$ cat config.mk
export PLATFORM = sky130hd
export DESIGN_NAME = planet_span_sequencer
export DESIGN_NICKNAME = d
export VERILOG_FILES = /design/src/rtl/planet_span_sequencer.sv
export SDC_FILE = /design/constraint.sdc
export NUM_CORES = 1
export LEC_CHECK = 0
export ABC_AREA = 1
export BUFFER_PORTS_ARGS = -buffer_cell sky130_fd_sc_hd__buf_2
export CAP_MARGIN = 5
export CORE_MARGIN = 2
export CORE_UTILIZATION = 60
export CTS_CLUSTER_SIZE = 10
export DETAILED_ROUTE_END_ITERATION = 10
export PLACE_DENSITY = 0.81
export SYNTH_ARGS = -nofsm -noshare
export SYNTH_HDL_FRONTEND = slang
export SYNTH_SLANG_ARGS = --single-unit
export TNS_END_PERCENT = 10
$ cat constraint.sdc
create_clock -name clk -period 9.1 [get_ports clk]
set_input_delay 0.455 -clock clk [delete_from_list [all_inputs] [get_ports clk]]
set_output_delay 0.455 -clock clk [all_outputs]
set_load 0.1 [all_outputs]
$ cat src/rtl/planet_span_sequencer.sv
// ---------------------------------------------------------------------------
// planet_span_sequencer
//
// Scanline sequencer for the planet sprite. Watches the VGA line counter,
// grows the per-line half-span (span += inc; inc -= DEC, saturating) once per
// scanline while the planet is being drawn, and publishes the horizontal
// bounds of the current row together with a registered per-pixel hit.
//
// Geometry (top row, centre column, initial half-span, initial increment) is
// offered over a single-slot valid/ready port. An accepted word sits in a
// shadow register and only becomes live on the next frame start, so a frame
// in flight is never disturbed.
//
// Ports
//   clk         pixel clock
//   resetn      asynchronous reset, active low
//   HCounter    horizontal pixel counter from VGA timing
//   VCounter    vertical line counter from VGA timing
//   cfg_valid   config word offered
//   cfg_ready   config slot free (no pending config)
//   cfg_top     new first row
//   cfg_center  new centre column
//   cfg_span0   new initial half-span
//   cfg_inc0    new initial increment
//   span_lo     left bound of current row (inclusive)
//   span_hi     right bound of current row (inclusive)
//   active      current line is a planet row
//   in_planet   pixel hit, one clk after HCounter
//   frame_done  one-clk pulse when the last row has been stepped past
// ---------------------------------------------------------------------------
module planet_span_sequencer #(
  parameter logic [9:0] TOP_DEF    = 10'd456,
  parameter int         ROWS       = 58,
  parameter logic [9:0] CENTER_DEF = 10'd464,
  parameter logic [9:0] SPAN0_DEF  = 10'd44,
  parameter logic [9:0] INC0_DEF   = 10'd33,
  parameter logic [9:0] DEC        = 10'd1,
  parameter logic [9:0] H_LIMIT    = 10'd1023
) (
  input  logic       clk,
  input  logic       resetn,
  input  logic [9:0] HCounter,
  input  logic [9:0] VCounter,
  input  logic       cfg_valid,
  output logic       cfg_ready,
  input  logic [9:0] cfg_top,
  input  logic [9:0] cfg_center,
  input  logic [9:0] cfg_span0,
  input  logic [9:0] cfg_inc0,
  output logic [9:0] span_lo,
  output logic [9:0] span_hi,
  output logic       active,
  output logic       in_planet,
  output logic       frame_done
);

  localparam int RW = (ROWS > 1) ? $clog2(ROWS) : 1;
  localparam logic [RW-1:0] LAST_ROW = RW'(ROWS - 1);

  localparam logic [1:0] S_WAIT = 2'd0;
  localparam logic [1:0] S_DRAW = 2'd1;
  localparam logic [1:0] S_DONE = 2'd2;

  typedef struct packed {
    logic [9:0] top;
    logic [9:0] center;
    logic [9:0] span0;
    logic [9:0] inc0;
  } cfg_t;

  // live geometry, shadow slot and its occupancy flag
  cfg_t live_q, live_d;
  cfg_t shad_q, shad_d;
  cfg_t eff_cfg;
  logic pend_q, pend_d;

  logic [9:0]    vc_q;
  logic [1:0]    state_q, state_d;
  logic [9:0]    span_q, span_d;
  logic [9:0]    inc_q, inc_d;
  logic [RW-1:0] row_q, row_d;
  logic          active_q, active_d;
  logic          done_q, done_d;
  logic          inpl_q, inpl_d;
  logic [9:0]    lo_q, lo_d;
  logic [9:0]    hi_q, hi_d;

  logic          line_tick, frame_tick, accept, start, bnd_upd;
  logic [10:0]   span_sum, hi_sum;

  always_comb begin
    line_tick  = (VCounter != vc_q);
    frame_tick = line_tick && (VCounter == 10'd0);
    accept     = cfg_valid && !pend_q;

    // On a frame start the pending word (if any) is what this frame uses,
    // including the top==0 match in the very same cycle.
    eff_cfg = (frame_tick && pend_q) ? shad_q : live_q;
    live_d  = eff_cfg;

    shad_d = accept ? cfg_t'{cfg_top, cfg_center, cfg_span0, cfg_inc0} : shad_q;
    // accept implies the slot was empty, so a word arriving on the frame
    // tick is held for the following frame rather than applied now.
    if (accept)          pend_d = 1'b1;
    else if (frame_tick) pend_d = 1'b0;
    else                 pend_d = pend_q;

    span_sum = {1'b0, span_q} + {1'b0, inc_q};

    state_d  = state_q;
    span_d   = span_q;
    inc_d    = inc_q;
    row_d    = row_q;
    active_d = active_q;
    done_d   = 1'b0;
    start    = 1'b0;
    bnd_upd  = 1'b0;

    if (frame_tick) begin
      // a frame start aborts whatever was in flight, silently
      state_d  = S_WAIT;
      active_d = 1'b0;
      start    = (eff_cfg.top == 10'd0);
    end else begin
      case (state_q)
        S_WAIT: begin
          // a top row missed (e.g. reset mid-frame) waits a whole frame
          if (line_tick && VCounter == eff_cfg.top) start = 1'b1;
        end
        S_DRAW: begin
          if (line_tick) begin
            span_d  = (span_sum > 11'd1023) ? 10'd1023 : span_sum[9:0];
            inc_d   = (inc_q >= DEC) ? (inc_q - DEC) : 10'd0;
            row_d   = row_q + 1'b1;
            bnd_upd = 1'b1;
            if (row_q == LAST_ROW) begin
              active_d = 1'b0;
              done_d   = 1'b1;
              state_d  = S_DONE;
            end
          end
        end
        S_DONE: ;
        default: state_d = S_WAIT;
      endcase
    end

    if (start) begin
      span_d   = eff_cfg.span0;
      inc_d    = eff_cfg.inc0;
      row_d    = '0;
      active_d = 1'b1;
      state_d  = S_DRAW;
      bnd_upd  = 1'b1;
    end

    // Bounds track span_d so they land in the same clk as span itself.
    // They hold between frames; in_planet is gated by active anyway.
    hi_sum = {1'b0, eff_cfg.center} + {1'b0, span_d};
    lo_d   = lo_q;
    hi_d   = hi_q;
    if (bnd_upd) begin
      lo_d = (span_d > eff_cfg.center) ? 10'd0 : (eff_cfg.center - span_d);
      hi_d = (hi_sum > {1'b0, H_LIMIT}) ? H_LIMIT : hi_sum[9:0];
    end

    inpl_d = active_q && (HCounter >= lo_q) && (HCounter <= hi_q);
  end

  always_ff @(posedge clk or negedge resetn) begin
    if (!resetn) begin
      vc_q     <= '0;
      state_q  <= S_WAIT;
      live_q   <= cfg_t'{TOP_DEF, CENTER_DEF, SPAN0_DEF, INC0_DEF};
      shad_q   <= '0;
      pend_q   <= 1'b0;
      span_q   <= '0;
      inc_q    <= '0;
      row_q    <= '0;
      active_q <= 1'b0;
      done_q   <= 1'b0;
      inpl_q   <= 1'b0;
      lo_q     <= '0;
      hi_q     <= '0;
    end else begin
      vc_q     <= VCounter;
      state_q  <= state_d;
      live_q   <= live_d;
      shad_q   <= shad_d;
      pend_q   <= pend_d;
      span_q   <= span_d;
      inc_q    <= inc_d;
      row_q    <= row_d;
      active_q <= active_d;
      done_q   <= done_d;
      inpl_q   <= inpl_d;
      lo_q     <= lo_d;
      hi_q     <= hi_d;
    end
  end

  assign cfg_ready  = !pend_q;
  assign span_lo    = lo_q;
  assign span_hi    = hi_q;
  assign active     = active_q;
  assign in_planet  = inpl_q;
  assign frame_done = done_q;

endmodule

# == Yosys cells after proc, flatten, opt, wreduce, memory -nomap -nowiden ==
# Index checks and enable logic that the tools add are counted.
# word_totals
register_bits,142
latch_bits,0
mem_bits_rw,0
rom_bits,0
in_bits,63
out_inout_bits,24
elab_cells,99
mem_count,0
# classes
add_sub_neg,5
mul,0
div,0
magnitude_cmp,6
n_eq_ne,9
shifts,0
n_mux,40
n_bitwise,0
n_reduce_logical,20
# ops
cell,count
10-bit two-way mux,12
40-bit two-way mux,1
6-bit two-way mux,4
10-bit by 10-bit adder with 11-bit output,2
"11-bit by 10-bit > comparator with 1-bit output, second input constant",2
10-bit zero test,2
1-bit two-way mux,18
10-bit == test,1
"10-bit by 1-bit >= comparator with 1-bit output, second input constant",1
10-bit >= comparator,1
10-bit > comparator,1
10-bit less-or-equal comparator,1
10-bit != test,1
"10-bit by 1-bit subtractor with 10-bit output, second input constant",1
10-bit subtractor,1
3-bit AND reduction,3
3-bit nonzero test,3
2-bit two-way mux,4
"4-bit != test, second input constant",2
"6-bit by 1-bit adder with 6-bit output, second input constant",1
"6-bit == test, second input constant",1
1-bit logical AND,6
2-bit nonzero test,3
2-bit one-hot mux with 2 select lines,1
7 further kinds,7

# == Depth between registers and ports, before layout ==
# Gate-level depths: netlist of the first run.
# logic_depth
depth_word,13
mapped_depth,40
ltp_nobuf,38

# == Least setup slack after synthesis of the first run ==
# OpenSTA, ideal clock, no wires.
# synth_path
path_type,input port to flip-flop
startpoint,in VCounter[4]
endpoint,reg hi_q[2] (netlist: span_hi[2])
setup_time_ns,0.124
arrival_ns,4.186
required_ns,8.976
path_slack_ns,4.790
cell_stages,29
path_buffers,3
path_cell_list,inv_1 > nand4_2 > nor3_4 > nand3_4 > buf_2 > nand2_1 > nand3_1 > nor3_1 > nand3_1 > nand2_2 > nand2_4 > nand2_8 > buf_6 > nor2_1 > nor2_1 > ha_1 > clkbuf_1 > a21oi_1 > o221ai_1 > a21oi_1 > nor2_1 > o21ai_0 > nand2_1 > nand2_1 > nand2_1 > a21oi_1 > o21ai_0 > nand2_1 > o21ai_1
# synth_between
elab_chain_len,13
elab_cells_between_ends,22
cone_classes,1 x add/sub; 1 x order compare; 2 x eq/ne; 13 x mux; 5 x reduce/logical
# synth_lines
item,line_no,text
start: declaration,43,"input logic [9:0] VCounter,"
10-bit != test or 10-bit zero test (tied branches),"92, 93",
1-bit logical AND,93,frame_tick = line_tick && (VCounter == 10'd0);
1-bit logical AND,98,eff_cfg = (frame_tick && pend_q) ? shad_q : live_q;
40-bit two-way mux,98,
10-bit == test,128,if (line_tick && VCounter == eff_cfg.top) start = 1'b1;
1-bit logical AND,128,
1-bit two-way mux,128,
1-bit two-way mux,125,case (state_q)
1-bit two-way mux,119,if (frame_tick) begin
10-bit two-way mux (*),148,if (start) begin
named net span_d[3],79,"logic [9:0] span_q, span_d;"
10-bit by 10-bit adder with 11-bit output (*),159,"hi_sum = {1'b0, eff_cfg.center} + {1'b0, span_d};"
11-bit by 10-bit > comparator with 1-bit output (*),164,"hi_d = (hi_sum > {1'b0, H_LIMIT}) ? H_LIMIT : hi_sum[9:0];"
10-bit two-way mux (*),164,
end signal: assignment,198,hi_q <= hi_d;
end: declaration,86,"logic [9:0] hi_q, hi_d;"
# The timed path passes the listed nets; every way through them passes the cells marked *.
# A chain may end at the register's enable or synchronous reset.

==> flow_metrics.py, run 1 <==
metrics = {
    "power": {
        "power_density_nw_per_um2": 168.1,
        "irDropWorstVdd_mv": 0.1275,
        "power_leakage_nw": 5.137,
        "power.total_mw": 1.563,
    },
    "worst_setup_path": {
        "slowest_delay_ns": 0.53,
        "critical_path_required_ns": 9.41,
        "end_kind": "flop",
        "crit_type": "reg2reg",
        "path_max_fanout": 54,
        "cp-start-kind": "flop",
        "slowest_stage": "a21oi_1",
        "crit_top_cell": "nand2_1",
        "crit_arrival_ns": 6.10,
    },
    "clock_network": {
        "post_cts_buffers": 0,
        "clkSinkCount": 142,
        "insertion_delay_ns": 0.44,
        "path_clk_slew_ns": 0.06,
        "cts_hold_buf": 0,
        "cts_resized": 0,
        "cts_tree": "done",
        "cts_root_buffer": "clkbuf_16",
        "cts_buffer_depth": 2,
        "htreeDepth": 4,
        "cts_made_buffers": 17,
    },
    "synthesis": {
        "synth-edff-count": 0,
        "syn_area_um2": 8165,
        "ys_types": 46,
        "ys_ff_latch": 142,
        "synth_area_per_cell_um2": 8.332,
        "ys_warn_count": 0,
        "postSynth.asyncResetShare_pct": 100.0,
        "synth_cells": 980,
        "mappedNetlistNets": 1100,
        "yosys_most_used_dff": "dfrtp_1",
        "synth_seq_area_share_pct": 43.72,
    },
    "detailed_routing": {
        "wl_per_cell_um": 14.83,
        "drt_iter0_drc": 503,
        "drtPass1Iterations": 6,
        "vias": 6691,
        "antenna_left": 0,
        "drt-vias-per-instance": 5.344,
        "wl_um": 18570,
        "drc": 0,
    },
    "placement": {
        "port_buffers": 86,
        "place.gp.congestion": 0.9196,
        "hpwl_um": 13420,
        "placedCellCount": 1220,
    },
    "final_layout": {
        "drive_gt1_share_pct": 18.68,
        "syn_to_final_growth_pct": 13.91,
        "fillers": 1071,
        "fin_cells": 1252,
        "diodes": 0,
        "finalNetCount": 1183,
    },
    "floorplanning": {
        "ioPinCount": 87,
        "core_um2": 13240,
        "num_rows": 42,
        "die_y_um": 120.7,
        "start_util_pct": 61.66,
        "fp.dieW_um": 120.7,
        "dieArea_um2": 14560,
    },
    "run_status": {
        "outcome": "completed",
    },
    "sta": {
        "fin_crit_ns": 5.787,
        "report.final.slew_viol_count": 0,
        "clock_skew_ns": 0.006041,
        "rsz0062_at_grt": "false",
        "hold_ws_ns": 0.02068,
        "tightest_slew_ns": 1.071,
        "clock.fmax_ghz": 0.1728,
        "relSlewSlack_pct": 28.32,
        "setup-violations-final": 0,
        "final.setup.tns_ns": 0,
        "hold_viol_final": 0,
        "fin_crit_sh_pct": 63.59,
    },
    "grt": {
        "grt_usage_pct": 27.60,
        "grt_pass1_vias": 6508,
        "antenna_found_initial": 0,
        "grt_max_degree": 73,
        "grt_pass1_wl_um": 31430,
        "gr-total-overflow": 0,
    },
    "flow_run": {
        "max_cap_violations": 0,
    },
    "hold_path": {
        "worstHoldPathType": "in2async",
    },
}
==> registers in the layout, indices dropped and copies added, names as in the netlist, 2 cells and up <==
register  cells
row_q         6
state_q       2
span_lo      10
vc_q         10
span_hi      10
inc_q        10
span_q       10
shad_q       40
live_q       40
==> report_power, final <==
group	internal (mW)	switching, mW	leakage, nW
logic	0.0688	0.116	3.13
clock network	0.420	0.279	0.277
registers	0.662	0.0173	1.73
==> metal layers <==
| layer | vias to the layer above | global-route usage (%) | wire, um | part of all wire (%) |
|---|---|---|---|---|
| met4 | 0 | 10.97 | 420 | 2.3 |
| met5 | - | 0 | 0 | 0 |
| met2 | 181 | 45.94 | 8899 | 48 |
| li1 | 3357 | - | - | - |
| met3 | 36 | 4.528 | 956 | 5.1 |
| met1 | 3117 | 36.16 | 8294 | 45 |
==> final timing paths <==
check	from	to	slack [ns]	depth (start not counted)
max	vc_q[9]$_DFF_PN0_	span_hi[2]$_DFFE_PN0P_	3.31	33
min reg2reg	live_q[4]$_DFF_PN0_	live_q[4]$_DFF_PN0_	0.48	2
max in group asynchronous	resetn	shad_q[3]$_DFFE_PN0P_	7.76	2
min	resetn	vc_q[2]$_DFF_PN0_	0.02	1
max reg2reg	vc_q[9]$_DFF_PN0_	span_hi[2]$_DFFE_PN0P_	3.31	33
min in group clk	VCounter[4]	vc_q[4]$_DFF_PN0_	0.17	1
==> per-stage QoR <==
stage | worst slack, ns | instance area [um^2] | util (%)
2_1_floorplan | 4.790 | 8165 | -
3_3_place_gp | 3.272 | 8707 | 65.75
3_5_place_dp | 3.046 | 8707 | 65.75
4_1_cts | 3.363 | 9301 | 70.24
5_1_grt | 2.446 | 9301 | 70.24
6_report | 3.313 | 9301 | 70.24
==> worst max-delay path: cells and delay by family (launching register included) <==
kind / cells / cell delay [ns]
DFF: 1 / 0.37
buffers and inverters: 3 / 0.42
AOI/OAI and AO/OA: 5 / 1.21
and+or+nand+nor: 23 / 2.97
adders and majority gates: 2 / 0.66
==> logic make-up after synthesis <==
kind of cell	share of synthesized area, %
buffers and inverters	7.738
flip-flops	43.72
XOR/XNOR	2.682
adder cells (fa/ha/maj)	9.010
multiplexers	4.949
AO/OA/AOI/OAI	7.463
AND/OR/NAND/NOR	24.44
==> area by class of cell <==
type	count	area, um^2	share of cell area (%)
tap	176	220.2	2.367
timing repair buffer	89	459.2	4.937
multi-input combinational	682	3966	42.64
inverter	131	491.7	5.287
sequential	142	3570	38.38
clock buffer	21	460.4	4.950
clock inverter	11	133.9	1.439
==> cell usage in the layout, fill, tap and decap left out, types with 3 or more instances in the layout <==
cell        synthesis  routed
nand4_1            20      20
o21ai_1            19      19
o21ai_0            39      39
mux2_2             35      35
clkbuf_16           0      17
a21oi_1            40      40
nor3_1              8       8
nor2_1             73      73
inv_2               6       6
nand2_1           242     241
clkinv_4            0       3
inv_1             124     124
dfrtp_1           129     129
xor2_1             15      15
a21o_1              4       4
nand2_2             3       4
xnor2_1            10      10
fa_1                3       3
buf_4               1       3
dfstp_2            13      13
nand3_1            73      73
or2_2              13      13
clkinvlp_4          0       4
buf_2               4      85
o211ai_1            3       3
ha_1               54      54
==> synthesized netlist by cell type, types with 2 or more instances <==
library cell,number,share of area (%)
a21o_1,4,0.37
a21oi_1,40,2.5
and3_1,2,0.15
buf_2,4,0.25
buf_6,5,0.69
clkbuf_1,15,0.69
dfrtp_1,129,40
dfstp_2,13,4.2
fa_1,3,0.74
ha_1,54,8.3
inv_1,124,5.7
inv_2,6,0.28
mux2_2,35,4.8
nand2_1,242,11
nand2_2,3,0.23
nand2_4,2,0.28
nand3_1,73,4.5
nand3_2,2,0.25
nand3b_1,2,0.18
nand4_1,20,1.5
nor2_1,73,3.4
nor3_1,8,0.49
nor3_2,2,0.25
nor4_1,2,0.15
o211ai_1,3,0.28
o21ai_0,39,2.4
o21ai_1,19,1.2
o21bai_1,2,0.18
o22ai_1,2,0.15
or2_2,13,1.0
xnor2_1,10,1.1
xor2_1,15,1.6
No activity file was read; power rests on OpenSTA's default activity.
==> run 2, diff against run 1 <==
CORE_UTILIZATION = 54   (was 60)
PLACE_DENSITY = 0.77   (was 0.81)
clock period = 5.15 ns   (was 9.1 ns; I/O delays follow)
==> run 2 against run 1 <==
Via count rose by 2.5%. Clock-buffer cell count fell by 4. First-iteration DRC count rose by 3.0%. Sequential share of layout area fell by 1.3 points. Utilization fell by 4.5 points. Setup slack got worse by 3.0 ns. Total power rose by 77%. Sequential power rose by 77%. Flip-flop and latch count did not move. Critical path type is now in2reg. Largest power group unchanged.
==> flow_metrics.py, run 2 (synthesized netlist as in run 1, its figures left out) <==
metrics = {
    "detailed_routing": {
        "vias": 6861,
        "drtPass1Iterations": 5,
        "met1_length_um": 8525,
        "wl_met2_um": 9706,
        "maxUsedRoutingLayer": "met4",
        "met3_wirelength_um": 836,
        "wl_um": 19580,
        "drt_iter0_drc": 518,
        "antenna_left": 0,
        "drc": 0,
        "wl_per_cell_um": 15.16,
        "drt-vias-per-instance": 5.310,
    },
    "floorplanning": {
        "num_rows": 44,
        "dieArea_um2": 16120,
        "core_um2": 14640,
        "fp.dieW_um": 127.0,
        "start_util_pct": 55.76,
        "die_y_um": 127.0,
        "ioPinCount": 87,
    },
    "worst_setup_path": {
        "crit_arrival_ns": 5.11,
        "r2r_start": "inc_q[0]$_DFFE_PN0P_",
        "rrSetupSlack_ns": 0.59,
        "cp-start-kind": "input port",
        "timing.reg2reg.worst_path_depth": 29,
        "end_kind": "flop",
        "slowest_stage": "dlygate4sd3_1",
        "critical_path_required_ns": 5.47,
        "crit_top_cell": "nand2_1",
        "crit_type": "in2reg",
        "slowest_delay_ns": 0.53,
        "r2r-end": "span_lo[4]$_DFFE_PN0P_",
        "path_max_fanout": 12,
    },
    "power": {
        "power.total_mw": 2.759,
        "power_density_nw_per_um2": 286.6,
        "power_leakage_nw": 5.291,
        "irDropWorstVdd_mv": 0.2600,
    },
    "clock_network": {
        "cts_buffer_depth": 2,
        "cts_tree": "done",
        "insertion_delay_ns": 0.43,
        "path_clk_slew_ns": 0.07,
        "clkSinkCount": 142,
        "cts_root_buffer": "clkbuf_16",
        "htreeDepth": 4,
        "cts_made_buffers": 17,
    },
    "final_layout": {
        "final_area_um2": 9628,
        "final_cell_mix": "nand2_1 (241), dfrtp_1 (129), inv_1 (121)",
        "layout_commonest_cell": "nand2_1",
        "drive_gt1_share_pct": 21.30,
        "utilization_pct": 65.75,
        "finalNetCount": 1215,
        "diodes": 0,
        "syn_to_final_growth_pct": 17.91,
        "top_regs": "live_q x40, shad_q x40",
    },
    "placement": {
        "place.gp.congestion": 0.8770,
        "hpwl_um": 13840,
        "port_buffers": 86,
        "post-place-ws_ns": 0.2082,
        "dpl_cell_area_um2": 8770,
    },
    "grt": {
        "grt_max_degree": 97,
        "grt_pass1_vias": 6876,
        "gr-total-overflow": 0,
        "antenna_found_initial": 0,
        "grt_pass1_wl_um": 32800,
        "grt_usage_pct": 25.69,
    },
    "hold_path": {
        "hold_depth": 1,
        "hold_end": "vc_q[6]$_DFF_PN0_",
        "worstHoldPathType": "in2reg",
        "min_from": "VCounter[6]",
    },
    "sta": {
        "clock.fmax_ghz": 0.2087,
        "final.setup.tns_ns": 0,
        "clock_skew_ns": 0.008324,
        "hold_viol_final": 0,
        "fin_crit_sh_pct": 93.04,
        "relSlewSlack_pct": 42.55,
        "tightest_slew_ns": 0.8618,
        "setup_ws_ns": 0.3585,
        "setup-violations-final": 0,
        "report.final.slew_viol_count": 0,
        "fin_crit_ns": 4.791,
    },
    "run_status": {
        "outcome": "completed",
    },
    "flow_run": {
        "max_cap_violations": 0,
    },
}
==> run 2: changes by cell type in the layout (fill, tap and decap cells not counted), moves of 3 or more <==
cell | previous run | this run
nor2_1 | 73 | 70
buf_4 | 3 | 22
nor2_2 | 1 | 4
dlygate4sd3_1 | 0 | 10
inv_2 | 6 | 9
clkinvlp_4 | 4 | 1
inv_1 | 124 | 121
inv_6 | 2 | 6
==> run 2: final cells by class <==
class	instances	area [um^2]
tap	184	230.2
fill	1218	5016
multi-input combinational	683	4028
sequential	142	3570
clock inverter	15	150.1
inverter	131	491.7
timing repair buffer	120	733.2
clock buffer	17	425.4
==> run 2: how the worst max path moves through the flow <==
stage | from | to | slack, ns | cells past startpoint
3_5_place_dp | VCounter[4] | span_lo[9]$_DFFE_PN0P_ | 0.21 | 34
2_1_floorplan | pend_q$_DFFE_PN0P_ | span_hi[2]$_DFFE_PN0P_ | 0.88 | 28
3_3_place_gp | VCounter[9] | span_lo[9]$_DFFE_PN0P_ | 0.27 | 37
4_1_cts | VCounter[8] | span_lo[9]$_DFFE_PN0P_ | 0.09 | 35
6_report | VCounter[0] | span_lo[4]$_DFFE_PN0P_ | 0.36 | 36
5_1_grt | VCounter[0] | span_lo[9]$_DFFE_PN0P_ | -0.04 | 36
==> run 2: metal layers <==
metal,vias up,track usage [%]
met5,-,0
met4,0,9.632
met3,38,5.441
met2,192,43.99
met1,3224,32.14
li1,3407,-
==> run 2: per-stage QoR <==
step	hold WS [ns]	cells
6_report	0.01391	1292
5_1_grt	0.006667	1292
3_5_place_dp	0.4071	1235
2_1_floorplan	-0.03809	980
3_3_place_gp	0.4035	1235
4_1_cts	0.0006265	1277
==> run 2: where the power goes <==
group          switching, mW  internal (mW)  leakage [nW]
registers             0.0312           1.17          1.73
logic                  0.210          0.131          3.28
clock network          0.540          0.679         0.282
==> run 2: critical path: cells and delay by family <==
kind / cells / cell delay [ns]
buf+inv: 8 / 1.36
simple gates: 23 / 2.58
compound gates: 3 / 0.33
fa+ha+maj: 2 / 0.52
==> run 2: what timing repair did <==
item	4_1_cts	5_1_grt
endpoints found under the hold margin	96	0
setup endpoints to repair	0	20
gates resized for setup	0	19
hold buffers	10	0
setup buffers	0	14
==> run 3, diff against run 2 <==
CORE_UTILIZATION = 38   (was 54)
PLACE_DENSITY = not set   (was 0.77)
==> run 3 against run 2 <==
Total power is 2.5% lower. Maximum frequency up 0.84%. Highest routed layer unchanged. Sequential power about the same. Sequential share of layout area is 0.39 points lower. Global-route usage shrank 7.1 points. Via count is 2.0% lower. Hold slack gained 0.0045 ns. Critical endpoint is now span_lo[9]$_DFFE_PN0P_. Cell area grew 1.1%.
==> flow_metrics.py, run 3 (synthesized netlist as in run 1, its figures left out) <==
metrics = {
    "run_status": {
        "outcome": "completed",
    },
    "final_layout": {
        "fin_cells": 1388,
        "final_cell_mix": "nand2_1 (240), dfrtp_1 (129), inv_1 (124)",
        "layout_commonest_cell": "nand2_1",
        "diodes": 0,
        "finalNetCount": 1220,
        "top_regs": "live_q x40, shad_q x40",
        "drive_gt1_share_pct": 21.20,
        "syn_to_final_growth_pct": 19.17,
        "final_area_um2": 9731,
    },
    "sta": {
        "tightest_slew_ns": 0.8144,
        "hold_viol_final": 0,
        "clock.fmax_ghz": 0.2105,
        "rsz0062_at_grt": "false",
        "setup-violations-final": 0,
        "report.final.slew_viol_count": 0,
        "hold_ws_ns": 0.01842,
        "fin_crit_ns": 4.751,
        "fin_crit_sh_pct": 92.26,
        "relSlewSlack_pct": 45.70,
        "final.setup.tns_ns": 0,
        "clock_skew_ns": 0.01126,
    },
    "grt": {
        "gr-total-overflow": 0,
        "grt_pass1_wl_um": 32910,
        "antenna_found_initial": 0,
        "grt_usage_pct": 18.59,
        "grt_max_degree": 81,
        "grt_pass1_vias": 6621,
    },
    "placement": {
        "placedCellCount": 1328,
        "hpwl_um": 14640,
        "dpl_cell_area_um2": 8899,
        "port_buffers": 86,
        "place.gp.congestion": 0.8986,
    },
    "worst_setup_path": {
        "timing.reg2reg.worst_path_depth": 27,
        "crit_top_cell": "nand2_1",
        "r2r_start": "inc_q[0]$_DFFE_PN0P_",
        "crit_arrival_ns": 5.10,
        "path_max_fanout": 14,
        "rrSetupSlack_ns": 0.54,
        "cp-start-kind": "input port",
        "end_kind": "flop",
        "worstSetupEndpoint": "span_lo[9]$_DFFE_PN0P_",
        "crit_family": "simple AND/OR/NAND/NOR gates",
        "crit_buf_inv": 8,
        "slowest_delay_ns": 0.54,
        "critical_path_required_ns": 5.50,
        "path_depth": 35,
        "r2r-end": "span_lo[9]$_DFFE_PN0P_",
        "worstSetupStartpoint": "VCounter[8]",
        "crit_type": "in2reg",
        "slowest_stage": "dlygate4sd3_1",
    },
    "power": {
        "power_leakage_nw": 5.298,
        "irDropWorstVdd_mv": 0.2163,
        "power_density_nw_per_um2": 276.5,
    },
    "detailed_routing": {
        "vias": 6726,
        "drc": 0,
        "wl_per_cell_um": 14.43,
        "wl_met2_um": 9554,
        "met3_wirelength_um": 781,
        "drtPass1Iterations": 4,
        "maxUsedRoutingLayer": "met4",
        "drt-vias-per-instance": 4.846,
        "antenna_left": 0,
        "wl_um": 20030,
        "met1_length_um": 9377,
        "drt_iter0_drc": 342,
    },
    "floorplanning": {
        "core_um2": 21090,
        "num_rows": 53,
        "dieArea_um2": 22680,
        "fp.dieW_um": 150.6,
        "die_y_um": 150.6,
        "start_util_pct": 38.72,
        "ioPinCount": 87,
    },
    "clock_network": {
        "path_clk_slew_ns": 0.06,
        "insertion_delay_ns": 0.43,
        "clkSinkCount": 142,
        "cts_root_buffer": "clkbuf_16",
        "cts_buffer_depth": 2,
        "htreeDepth": 4,
        "cts_made_buffers": 17,
        "cts_tree": "done",
    },
    "flow_run": {
        "max_cap_violations": 0,
    },
    "hold_path": {
        "worstHoldPathType": "in2reg",
    },
}
==> run 3: cell count changes in the layout (fill, tap and decap cells not counted), moves of 2 or more <==
cell	change
buf_4	+5
inv_1	+3
nand2_2	+2
clkinvlp_4	+2
ha_1	+2
inv_6	-2
inv_2	-3
ha_4	-2
==> run 3: worst min-delay path by stage <==
stage          slack, ns                    end         from  cells past startpoint
2_1_floorplan      -0.04     active$_DFFE_PN0P_       resetn                      0
3_3_place_gp        0.36  shad_q[6]$_DFFE_PN0P_       resetn                      1
3_5_place_dp        0.36  shad_q[6]$_DFFE_PN0P_       resetn                      1
4_1_cts            0.003      vc_q[7]$_DFF_PN0_  VCounter[7]                      1
5_1_grt             0.01      vc_q[7]$_DFF_PN0_  VCounter[7]                      1
6_report            0.02      vc_q[7]$_DFF_PN0_  VCounter[7]                      1
==> run 3: metrics by stage <==
stage / util (%) / power [mW] / setup slack (ns)
2_1_floorplan: - / 1.435 / 0.8766
3_3_place_gp: 42.20 / 1.548 / 0.1219
3_5_place_dp: 42.20 / 1.551 / 0.1405
4_1_cts: 45.28 / 2.719 / 0.01393
5_1_grt: 46.14 / 2.822 / 0.01228
6_report: 46.14 / 2.690 / 0.3986
==> run 3: layout make-up <==
| type | count | area [um^2] |
|---|---|---|
| multi-input combinational | 684 | 4015 |
| sequential | 142 | 3570 |
| clock buffer | 18 | 439.2 |
| inverter | 131 | 491.7 |
| tap | 275 | 344.1 |
| fill | 2105 | 11360 |
| clock inverter | 14 | 111.4 |
| timing repair buffer | 124 | 759.5 |
==> run 3: repair_timing <==
item,4_1_cts,5_1_grt
resized for setup,0,9
hold endpoints to repair,82,0
hold buffers,10,0
endpoints found under the setup margin,0,20
setup buffers,0,16
==> run 3: where the power goes <==
group / internal, mW / switching [mW] / total [mW]
clock network: 0.635 / 0.518 / 1.15
registers: 1.17 / 0.0310 / 1.20
logic: 0.129 / 0.207 / 0.336
total: 1.93 / 0.756 / 2.69
==> run 3: metal layers <==
layer / vias up / GRT usage (%)
met5: - / 0
met4: 0 / 5.888
met3: 21 / 3.576
met2: 115 / 30.75
met1: 3171 / 24.62
li1: 3419 / -
